[src/rtl/sha256_pkg.sv]
// Shared SHA-256 types, sizes and small-sigma helpers for the message-schedule path.
// Consumers: sha256_sched_word, sha256_msg_sched.
package sha256_pkg;

  typedef logic [31:0] word_t;

  localparam int SHA_WORDS_IN = 16;
  localparam int SHA_ROUNDS   = 64;

  // small-sigma rotate/shift amounts
  localparam int unsigned S0_ROT_A = 7;
  localparam int unsigned S0_ROT_B = 18;
  localparam int unsigned S0_SHR   = 3;
  localparam int unsigned S1_ROT_A = 17;
  localparam int unsigned S1_ROT_B = 19;
  localparam int unsigned S1_SHR   = 10;

  typedef enum logic {
    ST_LOAD = 1'b0,
    ST_EMIT = 1'b1
  } sched_state_e;

  function automatic word_t rotr(input word_t x, input int unsigned n);
    return (x >> n) | (x << (32 - n));
  endfunction

  function automatic word_t small_sigma0(input word_t x);
    return rotr(x, S0_ROT_A) ^ rotr(x, S0_ROT_B) ^ (x >> S0_SHR);
  endfunction

  function automatic word_t small_sigma1(input word_t x);
    return rotr(x, S1_ROT_A) ^ rotr(x, S1_ROT_B) ^ (x >> S1_SHR);
  endfunction

endpackage

[src/rtl/sha256_sched_word.sv]
// Combinational schedule-word generator: new_word = s1(w14) + w9 + s0(w1) + w0 (mod 2^32).
// Window taps are relative to the oldest word w0 of the 16-word window.
module sha256_sched_word
  import sha256_pkg::*;
(
  input  logic [31:0] w0,
  input  logic [31:0] w1,
  input  logic [31:0] w9,
  input  logic [31:0] w14,
  output logic [31:0] new_word
);

  word_t sig0;
  word_t sig1;

  assign sig0     = small_sigma0(w1);
  assign sig1     = small_sigma1(w14);
  assign new_word = sig1 + w9 + sig0 + w0;

endmodule

[src/rtl/sha256_msg_sched.sv]
// SHA-256 message-schedule expander: loads 16 words, streams W[0..63] over valid/ready.
// Optional macro SCHED_BYTESWAP_EN byte-reverses each accepted input word.
//
// state   | meaning
// --------+----------------------------------------------------------
// ST_LOAD | in_ready=1, shifting M[0..15] into the window
// ST_EMIT | out_valid=1, presenting w[0]; each accept expands one word
module sha256_msg_sched
  import sha256_pkg::*;
#(
  parameter int WORDS_IN  = SHA_WORDS_IN,
  parameter int WORDS_OUT = SHA_ROUNDS
) (
  input  logic        clk,
  input  logic        rst,
  input  logic        in_valid,
  output logic        in_ready,
  input  logic [31:0] in_word,
  output logic        out_valid,
  input  logic        out_ready,
  output logic [31:0] out_word,
  output logic [5:0]  out_idx,
  output logic        done
);

  localparam logic [3:0] LCNT_LAST = 4'(WORDS_IN - 1);
  localparam logic [5:0] ECNT_LAST = 6'(WORDS_OUT - 1);

  sched_state_e state;
  logic [3:0]   lcnt;
  logic [5:0]   ecnt;
  word_t        win [SHA_WORDS_IN];

  word_t        in_word_eff;
  word_t        new_word;
  logic         in_fire;
  logic         out_fire;

`ifdef SCHED_BYTESWAP_EN
  assign in_word_eff = {in_word[7:0], in_word[15:8], in_word[23:16], in_word[31:24]};
`else
  assign in_word_eff = in_word;
`endif

  sha256_sched_word u_sched_word (
    .w0       (win[0]),
    .w1       (win[1]),
    .w9       (win[9]),
    .w14      (win[14]),
    .new_word (new_word)
  );

  assign in_fire  = in_valid & in_ready;
  assign out_fire = out_valid & out_ready;

  // w[0] and the emit counter are already registered, so they drive the outputs directly
  assign out_word = win[0];
  assign out_idx  = ecnt;

  always_ff @(posedge clk or posedge rst) begin
    if (rst) begin
      state     <= ST_LOAD;
      lcnt      <= '0;
      ecnt      <= '0;
      in_ready  <= 1'b1;
      out_valid <= 1'b0;
      done      <= 1'b0;
      for (int i = 0; i < SHA_WORDS_IN; i++) begin
        win[i] <= '0;
      end
    end else begin
      done <= 1'b0;
      case (state)
        ST_LOAD: begin
          if (in_fire) begin
            for (int i = 0; i < SHA_WORDS_IN - 1; i++) begin
              win[i] <= win[i+1];
            end
            win[SHA_WORDS_IN-1] <= in_word_eff;
            if (lcnt == LCNT_LAST) begin
              lcnt      <= '0;
              state     <= ST_EMIT;
              in_ready  <= 1'b0;
              out_valid <= 1'b1;
            end else begin
              lcnt <= lcnt + 4'd1;
            end
          end
        end
        ST_EMIT: begin
          if (out_fire) begin
            for (int i = 0; i < SHA_WORDS_IN - 1; i++) begin
              win[i] <= win[i+1];
            end
            win[SHA_WORDS_IN-1] <= new_word;
            // the word expanded on the final accept is never used; the next load overwrites it
            if (ecnt == ECNT_LAST) begin
              ecnt      <= '0;
              state     <= ST_LOAD;
              in_ready  <= 1'b1;
              out_valid <= 1'b0;
              done      <= 1'b1;
            end else begin
              ecnt <= ecnt + 6'd1;
            end
          end
        end
        default: begin
          state     <= ST_LOAD;
          in_ready  <= 1'b1;
          out_valid <= 1'b0;
        end
      endcase
    end
  end

endmodule

[config.mk]
export PLATFORM = sky130hd
export DESIGN_NAME = sha256_msg_sched
export DESIGN_NICKNAME = d
export VERILOG_FILES = /design/src/rtl/sha256_pkg.sv /design/src/rtl/sha256_sched_word.sv /design/src/rtl/sha256_msg_sched.sv
export SDC_FILE = /design/constraint.sdc
export NUM_CORES = 2
export LEC_CHECK = 0
export CORE_MARGIN = 2
export CORE_UTILIZATION = 35
export DETAILED_ROUTE_END_ITERATION = 7
export GPL_ROUTABILITY_DRIVEN = 0
export GPL_TIMING_DRIVEN = 0
export SLEW_MARGIN = 20
export SYNTH_ARGS = -nofsm -noshare
export SYNTH_HDL_FRONTEND = slang
export SYNTH_SLANG_ARGS = --single-unit
[constraint.sdc]
create_clock -name clk -period 24 [get_ports clk]
set_input_delay 2.4 -clock clk [delete_from_list [all_inputs] [get_ports clk]]
set_output_delay 2.4 -clock clk [all_outputs]
set_load 0.005 [all_outputs]
==> impl_metrics.toml <==
[logic_synthesis]
async_flop_share = 1.00
synth_compound_area_frac = 0.0618
synth_top_family_by_area = "simple AND/OR/NAND/NOR gates"
syn-num-nets = 2922
syn_inst = 2791
ys_seq_area_frac = 0.535
synth_area_leaders = "dfrtp_1 (53%), nand2_1 (20%), fa_1 (5.0%), xnor2_1 (3.2%), o21ai_0 (2.5%)"
syn_area_um2 = 24600
synth-simple-area-share = 0.224
synth_xor_area_frac = 0.0506
synth_edf_count = 0
yosysTopAreaCell = "dfrtp_1"
synth_flop_cell = "dfrtp_1"
synth_top_cell_area_share = 0.534
ys_types = 57
yosys.area_share.adder = 0.0673
synth.area.mux_share = 0.00488
ys_seq_elements = 526
yosys_warnings = 0
synth_area_per_cell_um2 = 8.81

[power_and_ir_drop]
switchingPower_w = 0.000378
peakVddDrop_v = 0.0000542
p_per_area_nw_per_um2 = 62.1
clkPwrFrac = 0.484
p_comb_frac = 0.015
intPower_w = 0.00139
pwr-share-seq = 0.501
p_leak_nw = 15.3
swShare = 0.214

[clock_network]
htree_levels = 2
cts_tree = "done"
hold_buffers = 0
numCtsBuffers = 54
clock_path_buffers = 3
cts-resized-gates = 0
cts.sinks = 526
clkLatencyLatePin_ns = 0.64
cts_root_buffer = "clkbuf_16"
cts_setup_buffers = 0
clkTransAtPathRegs_ns = 0.06

[finish]
layout.nets = 3059
final_area_um2 = 28500
drive_above_1_share = 0.0522
diodes = 0
area_growth_pct = 15.8
num-fill-cells = 7030

[place]
io_buffers = 76
dpl_cell_area_um2 = 26700
hpwlAfterDp_mm = 53.1

[floorplanning]
pin_count = 77
start_util = 0.352
rows = 97
die_h_um = 269
die_w_um = 269
core_area_um2 = 69800
die_area_um2 = 72400

[setup_path]
crit_chain = "clkdlybuf4s50_1 > and3_1 > clkbuf_1 > nor2_1 > clkbuf_1 > clkbuf_1 > nand2_1 > nand2_1"
cp_max_fo = 10
worst_setup_path_end_kind = "flop"
crit_slowest_cell = "nor2_1"
path_buf_inv = 4
crit_family = "buffers and inverters"
cp.arrival_ns = 5.51
crit_top_cell = "clkbuf_1"
criticalPathCategory = "in2reg"
required_ns = 24.55
slowest_delay_ns = 0.73
start_kind = "input pin"

[routing]
wl_met3_mm = 3.87
vias_per_cell = 4.71
drt-met1-wl_mm = 32.5
avgRoutedWirePerCell_um = 17.7
num_vias = 18400
antenna_left = 0
top_layer = "met4"
totalWireLength_mm = 69.4
dr_wl_met2_mm = 30.8
first_pass_iters = 5
drc = 0
drt-initial-drc-count = 1583

[grt]
antenna_found_initial = 1
grt-ovfl-total = 0
grt_pass1_vias = 18100
grt_usage = 0.197
grt_max_degree = 102
grt_pass1_wl_mm = 108

[timing]
worst_pin_slew_ns = 0.926
finalCriticalPeriod_ns = 4.96
whs_ns = 0.454
rsz0062_at_grt = "false"
fin_crit_sh = 0.207
hold_viol_final = 0
finalSetupTns_ns = 0
clock_skew_ns = 0.0431
max_freq_mhz = 202
drv_slew = 0
setup_viol = 0
slew-limit-headroom = 0.383

[min_path]
hold_path.class = "reg2reg"

[status]
status = "finished, final reports clean"

[flow_run]
maxCapViolCount = 0
-- sequential cells by signal, summed over array words and instances, names as in the netlist --
name,cells
out_valid,1
done,1
win,480
out_idx,6
state,1
in_ready,1
lcnt,4
out_word,32
-- layout make-up --
cell class                 count  area, um^2  area share
multi-input combinational   1935       10000       0.352
buffer                       202         908      0.0319
timing repair buffer          81         898      0.0315
inverter                     128         488      0.0171
sequential                   526       13200       0.462
clock buffer                  83        1620      0.0569
clock inverter                15         191     0.00672
tap                          940        1180      0.0413
-- per-layer routing --
layer / vias up / global-route usage
met4: 0 / 0.0679
met3: 108 / 0.0277
met2: 508 / 0.302
met1: 8925 / 0.287
li1: 8872 / -
met5: - / 0
-- power groups by stage --
stage               sequential [W]  clock, W  combinational [W]
floorplan                 0.000904         0          0.0000129
global placement          0.000904         0          0.0000245
detailed placement        0.000903         0          0.0000274
CTS                       0.000887  0.000875          0.0000274
global route              0.000886  0.000910          0.0000300
finish                    0.000887  0.000857          0.0000260
-- kinds of logic (layout without fill, tap and decap cells) --
logic type      Yosys count  in the layout
simple gates           1425           1425
flops                   526            526
buf+inv                 330            509
compound gates          261            261
xor+xnor                142            142
fa+ha+maj                95             95
mux                      12             12
-- stage by stage --
stage	power, W	cells	setup slack (ns)	utilization
final	0.00177	3910	19.04	0.408
after global routing	0.00183	3910	18.96	0.408
after CTS	0.00179	3910	19.18	0.408
after detailed placement	0.000930	3812	18.51	0.382
after global placement	0.000929	3807	0.314	0.380
after floorplan	0.000917	2791	6.90	-
-- placed cells by master (no fill, tap or decap), drive strengths merged, types with 3 or more instances in the layout --
master / count
o21a: 8
a21oi: 62
nand3: 8
nor2b: 4
clkbuf: 220
nor2: 24
clkinvlp: 6
mux2i: 12
inv: 128
a21o: 11
ha: 33
a211oi: 4
a31oi: 7
xor2: 53
and3: 14
nand2: 1339
or3: 4
and2: 3
xnor2: 89
nor3: 9
nand4: 12
o211ai: 5
and4: 3
clkinv: 6
dfrtp: 525
bufinv: 3
fa: 62
o21ai: 137
buf: 70
o31ai: 3
clkdlybuf4s50: 76
-- final timing paths --
kind	startpoint	to	slack, ns	depth (start not counted)
max	out_ready	out_word[28]	19.04	8
min	win[117]	win[149]	0.45	2
max reg2reg	win[50]	win[26]	19.33	14
min reg2reg	win[117]	win[149]	0.45	2
max in group asynchronous	rst	win[118]	20.04	5
min in group asynchronous	rst	win[443]	2.18	2
-- cells in the mapped netlist (4+ instances only) --
| cell | instances |
|---|---|
| ha_1 | 33 |
| o21a_1 | 8 |
| o21ai_0 | 123 |
| buf_4 | 32 |
| nand3_1 | 8 |
| xor2_1 | 53 |
| o21ai_1 | 13 |
| mux2i_1 | 12 |
| nor3_1 | 8 |
| or3_1 | 4 |
| a31oi_1 | 7 |
| dfrtp_1 | 525 |
| nand4_1 | 12 |
| a21oi_1 | 62 |
| o211ai_1 | 5 |
| xnor2_1 | 89 |
| nor2_1 | 24 |
| nand2_1 | 1339 |
| buf_2 | 24 |
| fa_1 | 62 |
| clkbuf_1 | 137 |
| buf_1 | 9 |
| and3_1 | 14 |
| nor2b_1 | 4 |
| a21o_1 | 11 |
| inv_1 | 128 |
-- worst reg2reg max path, cell delays in order (launching register included) --
cell and delay (ns):
dfrtp_1 0.32, clkbuf_1 0.47, xor2_1 0.16, xnor2_1 0.40
fa_1 0.55, fa_1 0.55, inv_1 0.04, ha_1 0.38
nand2_1 0.12, o21ai_0 0.13, nor3b_1 0.36, a22oi_1 0.17
a311oi_1 0.51, xor2_1 0.29, o21ai_1 0.10
(Power assumes the default switching activity.)
